$ cat config.mk
export PLATFORM = sky130hd
export DESIGN_NAME = tinymips_loader
export DESIGN_NICKNAME = d
export VERILOG_FILES = /design/src/rtl/tinymips_loader.sv
export SDC_FILE = /design/constraint.sdc
export NUM_CORES = 1
export LEC_CHECK = 0
export ABC_AREA = 1
export CAP_MARGIN = 20
export CORE_MARGIN = 2
export CORE_UTILIZATION = 37
export DETAILED_ROUTE_END_ITERATION = 10
export GPL_TIMING_DRIVEN = 0
export PLACE_DENSITY = 0.61
export SYNTH_ARGS = -nofsm -noshare
export SYNTH_HDL_FRONTEND = slang
export SYNTH_SLANG_ARGS = --single-unit
$ cat constraint.sdc
create_clock -name clk -period 3 [get_ports clk]
set_input_delay 0.9 -clock clk [delete_from_list [all_inputs] [get_ports clk]]
set_output_delay 0.9 -clock clk [all_outputs]
set_load 0.05 [all_outputs]
$ cat src/rtl/tinymips_loader.sv
// Boot loader: byte stream -> big-endian 16-bit words written to blram from address 0, then releases the CPU.
// Define TINYMIPS_LOADER_CHECKSUM_EN to require an XOR trailer byte after the last word.
module tinymips_loader #(
  parameter int SIZE  = 8,
  parameter int DEPTH = 2**SIZE
) (
  input  logic            clk,
  input  logic            rst,
  input  logic            start,
  input  logic [7:0]      byte_in,
  input  logic            byte_valid,
  output logic            byte_ready,
  output logic            wrEn,
  output logic [SIZE-1:0] addr_toRAM,
  output logic [15:0]     data_toRAM,
  output logic            mem_sel,
  output logic            cpu_rst,
  output logic            done,
  output logic            err
);

  typedef enum logic [2:0] {
    IDLE, HDR_HI, HDR_LO, DATA_HI, DATA_LO,
`ifdef TINYMIPS_LOADER_CHECKSUM_EN
    CHK,
`endif
    RUN, ERR
  } state_t;

  localparam logic [16:0] DEPTH_L = 17'(DEPTH);

  state_t        state;
  logic [15:0]   wordCnt;
  logic [SIZE:0] addrCnt;
  logic [7:0]    hiByte;
  logic [7:0]    csum;

  logic        hs;
  logic [16:0] hdrN;
  logic        lastWord;
  logic        canStart;

  assign hs       = byte_valid & byte_ready;
  assign hdrN     = {1'b0, wordCnt[15:8], byte_in};
  // addrCnt is one bit wider than the RAM address so a full-DEPTH program ends cleanly.
  assign lastWord = (17'(addrCnt) + 17'd1) == {1'b0, wordCnt};
  assign canStart = start && (state == IDLE || state == RUN || state == ERR);

  always_ff @(posedge clk) begin
    if (rst) begin
      state      <= IDLE;
      byte_ready <= 1'b0;
      wrEn       <= 1'b0;
      addr_toRAM <= '0;
      data_toRAM <= '0;
      mem_sel    <= 1'b1;
      cpu_rst    <= 1'b1;
      done       <= 1'b0;
      err        <= 1'b0;
      wordCnt    <= '0;
      addrCnt    <= '0;
      hiByte     <= '0;
      csum       <= '0;
    end else begin
      wrEn <= 1'b0;
      if (canStart) begin
        state      <= HDR_HI;
        byte_ready <= 1'b1;
        addrCnt    <= '0;
        csum       <= '0;
        mem_sel    <= 1'b1;
        cpu_rst    <= 1'b1;
        done       <= 1'b0;
        err        <= 1'b0;
      end else begin
        case (state)
          HDR_HI: if (hs) begin
            wordCnt[15:8] <= byte_in;
            state         <= HDR_LO;
          end
          HDR_LO: if (hs) begin
            wordCnt[7:0] <= byte_in;
            if (hdrN == 17'd0 || hdrN > DEPTH_L) begin
              state      <= ERR;
              err        <= 1'b1;
              byte_ready <= 1'b0;
            end else begin
              state <= DATA_HI;
            end
          end
          DATA_HI: if (hs) begin
            hiByte <= byte_in;
            csum   <= csum ^ byte_in;
            state  <= DATA_LO;
          end
          DATA_LO: if (hs) begin
            wrEn       <= 1'b1;
            data_toRAM <= {hiByte, byte_in};
            addr_toRAM <= addrCnt[SIZE-1:0];
            addrCnt    <= addrCnt + 1'b1;
            csum       <= csum ^ byte_in;
            if (lastWord) begin
`ifdef TINYMIPS_LOADER_CHECKSUM_EN
              state <= CHK;
`else
              state      <= RUN;
              byte_ready <= 1'b0;
`endif
            end else begin
              state <= DATA_HI;
            end
          end
`ifdef TINYMIPS_LOADER_CHECKSUM_EN
          CHK: if (hs) begin
            byte_ready <= 1'b0;
            if (byte_in == csum) begin
              state <= RUN;
            end else begin
              state <= ERR;
              err   <= 1'b1;
            end
          end
`endif
          // Release happens one cycle after entry, so the final write lands while the loader still owns RAM.
          RUN: begin
            byte_ready <= 1'b0;
            mem_sel    <= 1'b0;
            cpu_rst    <= 1'b0;
            done       <= 1'b1;
          end
          ERR: begin
            byte_ready <= 1'b0;
            err        <= 1'b1;
            cpu_rst    <= 1'b1;
            mem_sel    <= 1'b1;
          end
          default: ;
        endcase
      end
    end
  end

endmodule
# Word level (Yosys, flattened, before mapping)
# Index checks and enable logic that the tools add are counted.
totals:
  out_inout_bits: 30
  inputBits: 12
  reg_bits: 65
op_classes:
  add_sub_neg: 2
  muxes: 19
  n_eq_ne: 18
  reduce_logical: 23
  n_bitwise: 3
  order_cmp: 1
op_table:
  columns: ["op", "n"]
  rows:
  - ["3-bit two-way mux", 6]
  - ["3-bit != test (second input constant)", 6]
  - ["17-bit zero test", 1]
  - ["10-bit by 16-bit equality test with 1-bit output", 1]
  - ["16-bit by 9-bit > comparator with 1-bit output (second input constant)", 1]
  - ["3-bit AND reduction", 5]
  - ["5-bit AND reduction", 3]
  - ["3-bit one-hot mux with 4 select lines", 1]
  - ["9-bit by 1-bit adder with 10-bit output (second input constant)", 1]
  - ["2-bit != test (second input constant)", 5]
  - ["9-bit by 1-bit adder with 9-bit output (second input constant)", 1]
  - ["3-bit equality test (second input constant)", 3]
  - ["1-bit two-way mux", 9]
  - ["4-bit nonzero test", 2]
  - ["3-bit by 2-bit equality test with 1-bit output (second input constant)", 2]
  - ["5-bit nonzero test", 1]
  - ["1-bit one-hot mux with 2 select lines", 2]
  - ["2-bit nonzero test", 2]
  - ["2-bit OR reduction", 2]
  - ["3-bit by 1-bit equality test with 1-bit output (second input constant)", 1]
  - ["3-bit zero test", 1]
  - ["1-bit logical OR", 3]
  - ["1-bit one-hot mux with 3 select lines", 1]
  - ["3-bit OR reduction", 1]
  - ["other kinds (4)", 5]

# Depth between registers and ports, before layout
logic_depth:
  ltp_word: 6
  ltp_mapped: 14
  mapped_depth_nobuf: 14

# Worst setup path before layout
# Ideal clock, no wire load.
synth_path:
  kind: "input -> register"
  startpoint: "input byte_valid"
  endpoint: "register wordCnt[5]"
  cell_stages: 8
  path_slack_ps: 1108
  required_ps: 2860
  setup_ps: 140
  n_path_buf: 1
  arrival_time_ps: 1752
  cell_sequence: "nand2_1 > inv_1 > nand3_4 > nor2_4 > inv_2 > buf_6 > nor2_1 > a211oi_2"
synth_via:
  elab_chain_len: 2
synth_rtl:
  columns: ["element", "line_no", "rtl"]
  rows:
  - ["start: declaration", "11", "input logic byte_valid,"]
  - ["1-bit bitwise AND", "43", "assign hs = byte_valid & byte_ready;"]
  - ["3-bit AND reduction (no source line)", null, null]
  - ["end signal: assignment", "82", "wordCnt[7:0] <= byte_in;"]
  - ["end: declaration", "33", "logic [15:0] wordCnt;"]
# No other way between the ends.
# A chain may end at the register's enable or synchronous reset.

==> impl_metrics.csv <==
group,metric,value,unit
run_status,status,"completed",
critical_path,reg2reg_slack,970,ps
yosys,async_flop_share,0,%
critical_path,end_kind,"output pin",
grt,grt_usage,18.0,%
yosys,synth-seq-cells,65,
critical_path,crit_chain,"buf_4 > clkdlybuf4s50_1",
grt,grt_pass1_vias,2466,
cts,clock_path_buffers,2,
job,maxCapViolCount,0,
critical_path,cp-startpoint,"cpu_rst",
pwr,leakagePower,1.35,nW
die,die_area,0.00869,sq mm
yosys,synth-edff-count,0,
drt,first_pass_iters,4,
sta,finalCriticalPeriod,2500,ps
cts,cts_root_buf,"clkbuf_8",
cells_and_area,multiInputGateArea,0.00143,sq mm
cells_and_area,drive_gt1_share,11.1,%
pwr,power.density,501,mW/mm^2
sta,hold_violations,0,
yosys,yosysWarningCount,0,
cts,cts_tree,"yes",
sta,relSlewSlack,54.8,%
drt,totalWireLength,7430,microns
cells_and_area,area_growth,26.1,%
yosys,synthesis.area,0.00294,sq mm
drt,first_iter_violations,126,
yosys,synth.area.top_cells,"dfxtp_1 44%, nand2_1 18%, a21oi_1 9.0%",
placed_design,portBuffers,40,
critical_path,cp.required,2100,ps
placed_design,dp_hpwl,5380,microns
yosys,synth-main-ff-cell,"dfxtp_1",
critical_path,criticalPathCategory,"flop to output pin",
die,start_util,38.1,%
die,core_area,0.00773,sq mm
die,ios,42,
cells_and_area,nFillCells,789,
pwr,ir_drop,0.346,mV
critical_path,r2r_start,"addrCnt[0]",
sta,rsz0062_at_grt,"false",
critical_path,cp-endpoint,"mem_sel",
hold_path,min_path_cells,2,
grt,antenna_found_initial,0,
yosys,yosysSeqAreaShare,44.2,%
yosys,synth.avg_cell_area,7.13,sq um
cells_and_area,seqCellArea,0.00130,sq mm
sta,setup_viol,0,
die,die_x,93.2,microns
yosys,syn_inst,413,
yosys,synth_top_cell_area_share,44.2,%
sta,skew,8.73,ps
drt,post_drt_wl_per_cell,13.0,microns
grt,grt_pass1_wl,12100,microns
cells_and_area,antenna_cells,0,
cts,clk_pin_slew,80,ps
cts,post-cts-setup-buffers,0,
critical_path,worstPathMaxFanout,3,
critical_path,r2r-end,"state[2]",
sta,slew_violations,0,
critical_path,crit_path_max_incr_delay,790,ps
pwr,total_power,0.00186,W
cts,cts.sinks,65,
critical_path,startpoint_type,"flop",
grt,grt_start_max_net_pins,12,
sta,worst_pin_slew,677,ps
sta,fmax,400,MHz
drt,dr_total_vias,2742,
drt,drc_errors,0,
yosys,yosys.area.top_type,"dfxtp_1",
hold_path,hold_class,"flop to flop",
cells_and_area,nets,477,
drt,ant_nets,0,
cts,numCtsBuffers,9,
yosys,synth.most_common_cell,"nand2_1",
die,placementRows,32,
cts,hold_buffers,0,
drt,via_per_inst,4.80,
yosys,syn-num-nets,426,
yosys,synthTopCellsByCount,"138 x nand2_1, 65 x dfxtp_1, 53 x a21oi_1",
critical_path,r2r_cells,12,
cts,clk_latency,340,ps
grt,overflow,0,
cts,ctsResizeCount,0,
placed_design,gp_congestion,0.802,
cts,htree_levels,3,
cells_and_area,utilization,48.0,%
yosys,netlist-cell-type-count,34,
critical_path,crit_slowest_cell,"clkdlybuf4s50_1",
sta,finalCritPeriodShare,83.4,%
critical_path,cp.arrival,1600,ps
sta,timing.setup.tns,0,ps
die,die_h,93.2,microns
## cell type report
| cell class | instances | share of cell area [%] |
|---|---|---|
| Timing Repair Buffer | 40 | 10.8 |
| Sequential cell | 65 | 35.1 |
| Multi-Input combinational cell | 297 | 38.5 |
| Clock inverter | 4 | 1.99 |
| Inverter | 34 | 3.51 |
| Tap cell | 102 | 3.44 |
| Clock buffer | 12 | 4.45 |
| Buffer | 17 | 2.26 |
## per-stage QoR
stage / std cells / area [sq um] / setup WS, ps / hold slack [ps]
final: 571 / 3710 / 498 / 455
after detailed placement: 555 / 3470 / 496 / 452
after global placement: 555 / 3470 / 502 / 441
after global routing: 571 / 3710 / 426 / 481
after CTS: 571 / 3710 / 483 / 462
after floorplan: 413 / 2940 / 1110 / 439
## cells in the final DEF, fill, tap and decap left out, types with 2 or more instances in the layout
cell	n
a211oi_2	5
bufinv_16	2
inv_2	5
dfxtp_1	65
a21oi_1	53
nor2_4	5
inv_1	28
xor2_1	2
clkdlybuf4s50_1	40
clkbuf_1	8
a31oi_1	3
buf_2	7
nand2_2	2
a211oi_1	2
nand4_1	4
nor2_1	42
nand3_1	17
clkbuf_8	12
nand2_1	138
nor2_2	4
o21ai_0	7
## power by group
part	internal (W)	switching [W]	total, W	leakage (nW)
sequential	0.000869	0.00000578	0.000875	0.524
combinational	0.0000346	0.0000712	0.000106	0.701
clock	0.000537	0.000344	0.000880	0.123
total	0.00144	0.000421	0.00186	1.35
## cell families (layout without fill, tap and decap cells)
logic type,after synthesis,count (layout),share of synthesized area (%)
flops,65,65,44.2
compound gates,75,75,14.9
xor+xnor,3,3,1.36
fa+ha+maj,1,1,0.425
buf+inv,51,107,7.27
simple gates,218,218,31.8
## sequential cells by signal (all words and copies together) (netlist names)
signal      count
addrCnt         9
hiByte          8
done            1
cpu_rst         1
data_toRAM     16
wrEn            1
state           3
byte_ready      1
wordCnt        16
addr_toRAM      8
err             1
## worst max-delay path: cells and delay by family (launching register included)
kind	cells	cell delay, ps
flip-flops	1	360
buffers and inverters	2	900
## layer usage
metal  track usage, %  up-vias  share of wire [%]
met5                0        -                  0
met1             23.8     1229                 47
met4             4.78        0                1.1
met2             29.5       82                 46
li1                 -     1422                  -
met3             4.27        9                6.3
## worst min-delay path by stage
stage,start,slack (ps),endpoint
floorplan,wordCnt[13],440,wordCnt[13]
global placement,err,440,err
detailed placement,err,450,err
CTS,err,460,err
global route,data_toRAM[15],480,data_toRAM[15]
finish,err,460,err
(Power assumes the default switching activity.)
